**src/rtl/ifu_pkg.sv**
```systemverilog
// Shared types for the instruction fetch stage: FSM state encoding,
// the {pc, inst} entry buffered toward decode, and address helpers.
package ifu_pkg;

  typedef enum logic [1:0] {
    IDLE = 2'd0,
    REQ  = 2'd1,
    KILL = 2'd2
  } ifu_state_e;

  typedef struct packed {
    logic [31:0] pc;
    logic [31:0] inst;
  } fetch_entry_t;

  localparam logic [31:0] IFU_DEFAULT_RESET_VECTOR = 32'h8000_0000;
  localparam logic [31:0] IFU_WORD_STEP            = 32'd4;

  // Redirect targets may carry low bits; fetch addresses are always word aligned.
  function automatic logic [31:0] word_align(input logic [31:0] addr);
    return addr & 32'hFFFF_FFFC;
  endfunction

endpackage

```
**src/rtl/ifu_fetch_fifo.sv**
```systemverilog
// Small circular buffer of fetched {pc, inst} entries toward decode.
// Head is visible combinationally; flush empties it and beats push/pop.
module ifu_fetch_fifo
  import ifu_pkg::*;
#(
  parameter int DEPTH = 4
) (
  input  logic                     clock,
  input  logic                     reset,
  input  logic                     flush,
  input  logic                     push,
  input  fetch_entry_t             entry,
  input  logic                     pop,
  output fetch_entry_t             head,
  output logic                     full,
  output logic                     empty,
  output logic [$clog2(DEPTH):0]   count
);

  localparam int AW = $clog2(DEPTH);
  localparam logic [AW-1:0] PTR_ONE  = AW'(1);
  localparam logic [AW:0]   CNT_ONE  = (AW+1)'(1);
  localparam logic [AW:0]   CNT_FULL = (AW+1)'(DEPTH);

  fetch_entry_t  mem [DEPTH];
  logic [AW-1:0] rd_ptr;
  logic [AW-1:0] wr_ptr;
  logic          do_push;
  logic          do_pop;

  assign full    = (count == CNT_FULL);
  assign empty   = (count == '0);
  assign head    = mem[rd_ptr];
  assign do_pop  = pop && !empty;
  assign do_push = push && (!full || do_pop);

  // Pointer and occupancy bookkeeping; a flush discards everything.
  always_ff @(posedge clock or posedge reset) begin
    if (reset) begin
      rd_ptr <= '0;
      wr_ptr <= '0;
      count  <= '0;
    end else if (flush) begin
      rd_ptr <= '0;
      wr_ptr <= '0;
      count  <= '0;
    end else begin
      if (do_push) wr_ptr <= wr_ptr + PTR_ONE;
      if (do_pop)  rd_ptr <= rd_ptr + PTR_ONE;
      case ({do_push, do_pop})
        2'b10:   count <= count + CNT_ONE;
        2'b01:   count <= count - CNT_ONE;
        default: count <= count;
      endcase
    end
  end

  // Entry storage needs no reset; occupancy alone says what is valid.
  always_ff @(posedge clock) begin
    if (do_push && !flush) mem[wr_ptr] <= entry;
  end

endmodule

```
**src/rtl/ifu_fetch_stage.sv**
```systemverilog
// Instruction fetch stage: owns the PC, issues one word fetch at a time on
// the ibus, and buffers {pc, inst} toward decode. Redirects flush the buffer
// and drop any in-flight response (KILL holds the old request until answered).
// Optional build macro IFU_PERF_CNT_EN adds saturating fetch/stall counters.
module ifu_fetch_stage
  import ifu_pkg::*;
#(
  parameter logic [31:0] RESET_VECTOR = IFU_DEFAULT_RESET_VECTOR,
  parameter int          FIFO_DEPTH   = 4
) (
  input  logic        clock,
  input  logic        reset,
  output logic        io_bus_req_valid,
  output logic [31:0] io_bus_req_bits,
  input  logic        io_bus_resp_valid,
  output logic        io_bus_resp_ready,
  input  logic [31:0] io_bus_resp_bits,
  output logic        io_out_valid,
  input  logic        io_out_ready,
  output logic [31:0] io_out_bits_pc,
  output logic [31:0] io_out_bits_inst,
  input  logic        io_redirect_valid,
  input  logic [31:0] io_redirect_bits
`ifdef IFU_PERF_CNT_EN
  ,
  output logic [31:0] io_perf_fetched,
  output logic [31:0] io_perf_stall
`endif
);

  localparam int CW = $clog2(FIFO_DEPTH) + 1;
  localparam logic [CW-1:0] CNT_ONE  = CW'(1);
  localparam logic [CW-1:0] CNT_FULL = CW'(FIFO_DEPTH);

  ifu_state_e   state;
  logic [31:0]  pc;
  logic [31:0]  kill_addr;
  logic [31:0]  redirect_target;
  logic         resp_hs;
  logic         fifo_push;
  logic         fifo_pop;
  logic         fifo_full;
  logic         fifo_empty;
  logic [CW-1:0] fifo_count;
  logic [CW-1:0] count_after_push;
  fetch_entry_t push_entry;
  fetch_entry_t head_entry;

  assign redirect_target   = word_align(io_redirect_bits);
  assign io_bus_req_valid  = (state == REQ) || (state == KILL);
  assign io_bus_resp_ready = (state != IDLE);
  assign io_bus_req_bits   = (state == KILL) ? kill_addr : pc;
  assign resp_hs           = io_bus_resp_valid && io_bus_resp_ready;
  assign fifo_push         = (state == REQ) && resp_hs && !io_redirect_valid;
  assign fifo_pop          = io_out_valid && io_out_ready;
  assign count_after_push  = fifo_pop ? fifo_count : fifo_count + CNT_ONE;
  assign push_entry        = '{pc: pc, inst: io_bus_resp_bits};
  assign io_out_valid      = !fifo_empty;
  assign io_out_bits_pc    = head_entry.pc;
  assign io_out_bits_inst  = head_entry.inst;

  ifu_fetch_fifo #(
    .DEPTH (FIFO_DEPTH)
  ) u_fifo (
    .clock (clock),
    .reset (reset),
    .flush (io_redirect_valid),
    .push  (fifo_push),
    .entry (push_entry),
    .pop   (fifo_pop),
    .head  (head_entry),
    .full  (fifo_full),
    .empty (fifo_empty),
    .count (fifo_count)
  );

  // Fetch FSM: request only with buffer space, redirect kills the in-flight fetch.
  always_ff @(posedge clock or posedge reset) begin
    if (reset) begin
      state     <= IDLE;
      pc        <= RESET_VECTOR;
      kill_addr <= '0;
    end else begin
      case (state)
        IDLE: begin
          if (io_redirect_valid) begin
            pc <= redirect_target;
          end else if (!fifo_full) begin
            state <= REQ;
          end
        end
        REQ: begin
          if (io_redirect_valid) begin
            pc <= redirect_target;
            if (resp_hs) begin
              state <= IDLE;
            end else begin
              kill_addr <= pc;
              state     <= KILL;
            end
          end else if (resp_hs) begin
            pc <= pc + IFU_WORD_STEP;
            if (count_after_push >= CNT_FULL) state <= IDLE;
          end
        end
        KILL: begin
          if (io_redirect_valid) pc <= redirect_target;
          if (resp_hs) state <= IDLE;
        end
        default: state <= IDLE;
      endcase
    end
  end

`ifdef IFU_PERF_CNT_EN
  // Saturating counters: accepted fetches pushed, and cycles waiting on the bus.
  always_ff @(posedge clock or posedge reset) begin
    if (reset) begin
      io_perf_fetched <= '0;
      io_perf_stall   <= '0;
    end else begin
      if (fifo_push && (io_perf_fetched != 32'hFFFF_FFFF))
        io_perf_fetched <= io_perf_fetched + 32'd1;
      if (io_bus_req_valid && !io_bus_resp_valid && (io_perf_stall != 32'hFFFF_FFFF))
        io_perf_stall <= io_perf_stall + 32'd1;
    end
  end
`endif

endmodule

```
**config.mk**
```make
export PLATFORM = sky130hd
export DESIGN_NAME = ifu_fetch_stage
export DESIGN_NICKNAME = d
export VERILOG_FILES = /design/src/rtl/ifu_pkg.sv /design/src/rtl/ifu_fetch_fifo.sv /design/src/rtl/ifu_fetch_stage.sv
export SDC_FILE = /design/constraint.sdc
export NUM_CORES = 1
export LEC_CHECK = 0
export ABC_AREA = 0
export BUFFER_PORTS_ARGS = -buffer_cell sky130_fd_sc_hd__buf_2
export CORE_MARGIN = 2
export CORE_UTILIZATION = 50
export CTS_CLUSTER_SIZE = 12
export DETAILED_ROUTE_END_ITERATION = 8
export HOLD_SLACK_MARGIN = 0.15
export PLACE_DENSITY = 0.79
export SLEW_MARGIN = 20
export SYNTH_ARGS = -nofsm -noshare
export SYNTH_HDL_FRONTEND = slang
export SYNTH_SLANG_ARGS = --single-unit
```
**constraint.sdc**
```tcl
create_clock -name clock -period 4.3 [get_ports clock]
set_input_delay 0.215 -clock clock [delete_from_list [all_inputs] [get_ports clock]]
set_output_delay 0.215 -clock clock [all_outputs]
set_load 0.1 [all_outputs]
```
==> flow_metrics.env <==
export IMPL_worst_slew_pin_slew_ns=1.01
export IMPL_drt_first_iter_violations=637
export IMPL_met2_length_um=14300
export IMPL_timing_critical_path_from_type="flop"
export IMPL_post_drt_via_cell_ratio=5.78
export IMPL_finalWorstPathRequiredPeriod_ns=3.24
export IMPL_ys_types=66
export IMPL_run_status="complete, no violations"
export IMPL_synth_xor_area_share_pct=0.265
export IMPL_fin_tns_setup_ns=0
export IMPL_setup_violations=0
export IMPL_timing_rr_start="state[0]"
export IMPL_grt_antenna_before_repair=1
export IMPL_yosys_cell_count_top_type="sky130_fd_sc_hd__edfxtp_1"
export IMPL_rsz0062_at_grt="false"
export IMPL_worst_path_max_fanout=32
export IMPL_yosysTopAreaCellShare_pct=56.4
export IMPL_final_instance_count_excl_fill=1337
export IMPL_post_synth_most_frequent_cells="sky130_fd_sc_hd__edfxtp_1, sky130_fd_sc_hd__dfrtp_1, sky130_fd_sc_hd__mux4_2, sky130_fd_sc_hd__mux2_2, sky130_fd_sc_hd__a21oi_1"
export IMPL_crit_chain="inv_1 > ha_1 > nand4bb_1 > a31oi_1 > and2_4 > buf_4"
export IMPL_cts_max_path_buffers=3
export IMPL_met3RoutedLength_um=1820
export IMPL_hold_start="io_redirect_bits[17]"
export IMPL_multiInputGateArea_um2=3790
export IMPL_area_growth_syn_to_layout_pct=21.3
export IMPL_area_sequential_um2=9180
export IMPL_synth_adder_area_share_pct=1.21
export IMPL_hold_path_depth=4
export IMPL_grt_pass1_wl_um=44900
export IMPL_maxCapViolations=0
export IMPL_pin_count=168
export IMPL_first_pass_iters=5
export IMPL_gp_congestion=0.868
export IMPL_worst_path_largest_cell_delay_ns=0.69
export IMPL_die_area_um2=27700
export IMPL_worstPathArrival_ns=3.41
export IMPL_die_width_um=167
export IMPL_drt_drc_violations_left=0
export IMPL_detail_route_antenna_nets=0
export IMPL_grt_remaining_overflow=0
export IMPL_clock_latency_ns=0.50
export IMPL_port_buffers=161
export IMPL_synth_top_cells_by_area="sky130_fd_sc_hd__edfxtp_1, sky130_fd_sc_hd__dfrtp_1, sky130_fd_sc_hd__mux4_2, sky130_fd_sc_hd__mux2_2, sky130_fd_sc_hd__a21oi_1"
export IMPL_critical_path_required_ns=4.46
export IMPL_type_of_element_capturing_the_critical_path="flop"
export IMPL_worst_r2r_cell_count=6
export IMPL_synth_top_family_by_area="multiplexers"
export IMPL_rr_endpoint="u_fifo.mem[3][10]"
export IMPL_post_route_period_util_pct=75.5
export IMPL_fp_dieH_um=167
export IMPL_route_detailed_wl_per_inst_um=21.4
export IMPL_vias=7722
export IMPL_synth_edf_count=248
export IMPL_synth_compound_area_share_pct=5.51
export IMPL_synth_async_sr_flop_share_pct=21.8
export IMPL_drive_gt1_share_pct=36.5
export IMPL_timing_hold_violations_final=0
export IMPL_track_usage_pct=20.8
export IMPL_grt_pass1_vias=7901
export IMPL_skew_ns=0.0208
export IMPL_finalNetCount=1059
export IMPL_htreeDepth=2
export IMPL_clk_pin_slew_worst_paths_ns=0.06
export IMPL_synth_top_cell_by_area="sky130_fd_sc_hd__edfxtp_1"
export IMPL_timing_slew_headroom_pct=32.0
export IMPL_cts_buffers_inserted=35
export IMPL_num_rows=59
export IMPL_regToRegSetupSlack_ns=1.06
export IMPL_filler_cell_count=1901
export IMPL_placeableCoreArea_um2=26000
export IMPL_wl_um=28600
export IMPL_crit_slowest_cell="sky130_fd_sc_hd__a31oi_1"
export IMPL_synth_cells=755
export IMPL_synth_mux_area_share_pct=15.9
export IMPL_worst_setup_path_type="reg2reg"
export IMPL_synth_seq_area_share_pct=69.4
export IMPL_avgSynthCellArea_um2=17.5
export IMPL_pin_count_of_the_biggest_net_entering_global_routing=64
export IMPL_max_freq_mhz=308
export IMPL_route_top_layer_used="met5"
export IMPL_cts_tree="built"
export IMPL_final_max_slew_viol_count=0
export IMPL_placed_cells=1214
export IMPL_worst_hold_path_type="in2reg"
export IMPL_synthSimpleGateAreaFrac_pct=5.42
export IMPL_ctsRootBufferMaster="sky130_fd_sc_hd__clkbuf_16"
export IMPL_dp_final_hpwl_um=17100
export IMPL_cts_repair_resized=0
export IMPL_cts_setup_buffers=0
export IMPL_synth_main_ff_cell="sky130_fd_sc_hd__edfxtp_1"
export IMPL_starting_utilization_of_the_core_area_pct=50.9
export IMPL_worst_hold_path_endpoint="pc[17]"
export IMPL_postSynthRegisterBits=317
export IMPL_wirelength_met1_um=11900
export IMPL_yosysWarnings=0
export IMPL_tritoncts_num_sinks=317
export IMPL_synth_area_um2=13200
export IMPL_count_of_antenna_diodes_in_the_layout=0
[through the flow]
step	instance area [µm²]	hold slack, ns	util (%)	setup WS [ns]
CTS	16000	0.157	61.7	1.06
finish	16000	0.156	61.7	1.06
global placement	14400	0.429	55.3	1.21
floorplan	13200	0.314	-	0.919
detailed placement	14400	0.430	55.3	1.07
global route	16000	0.188	61.7	0.859
[metal layers]
layer	vias up	GRT usage [%]
li1	3471	-
met2	315	34.2
met1	3889	29.3
met3	45	3.33
met5	-	0
met4	2	5.36
[critical path: cells and delay by family (launching register included)]
kind	cells	cell delay (ns)
AND/OR/NAND/NOR	2	0.98
AO/OA/AOI/OAI	1	0.69
buffers and inverters	2	0.53
flip-flops	1	0.40
adder cells (fa/ha/maj)	1	0.30
[worst max-delay path by stage]
stage,slack (ns),end,cells after the start,startpoint
finish,1.06,u_fifo.mem[3][10],6,state[0]
CTS,1.06,u_fifo.mem[3][10],6,state[0]
global placement,1.21,u_fifo.mem[3][5],6,state[0]
floorplan,0.92,io_bus_req_bits[25],5,state[0]
global route,0.86,u_fifo.mem[3][10],6,state[0]
detailed placement,1.07,u_fifo.mem[3][10],6,state[0]
[flip-flops by register name, summed over array words and instances (netlist names)]
register / count
u_fifo.mem: 248
kill_addr: 30
pc: 30
u_fifo.count: 3
state: 2
u_fifo.rd_ptr: 2
u_fifo.wr_ptr: 2
[final cells by class]
class                           count  area share [%]
Multi-Input combinational cell    377            23.7
Timing Repair Buffer              235            9.62
Clock inverter                      8           0.265
Inverter                           12           0.281
Clock buffer                       53            6.28
Sequential cell                   317            57.3
Tap cell                          335            2.62
[cell families (layout without fill, tap and decap cells)]
family | Yosys count | count (layout)
flops | 317 | 317
mux | 125 | 125
simple gates | 119 | 119
compound gates | 112 | 112
buf+inv | 64 | 308
fa+ha+maj | 13 | 13
xor+xnor | 4 | 4
other cells | 1 | 4
[cell usage in the layout (no fill, tap or decap), drive strengths merged, types with 5 or more instances in the layout]
master and instances:
a21oi 42, a2bb2oi 8, a31oi 6, and2 8, and3 6, buf 173, clkbuf 53, clkinv 7
dfrtp 68, dlygate4sd3 62, edfxtp 248, ha 12, inv 13, mux2 60, mux4 62, nand2 25
nand3 19, nand4 13, nor2 25, nor3 5, nor4 5, o21ai 20, o22ai 7
[timing repair]
item                                    4_1_cts  5_1_grt
hold buffers                                 62        0
endpoints found under the setup margin        0        0
hold endpoints to repair                    200        0
Power is left out: the tool's default activity adds up to more than one toggle a clock period on the data nets, which glitch-free logic cannot reach.
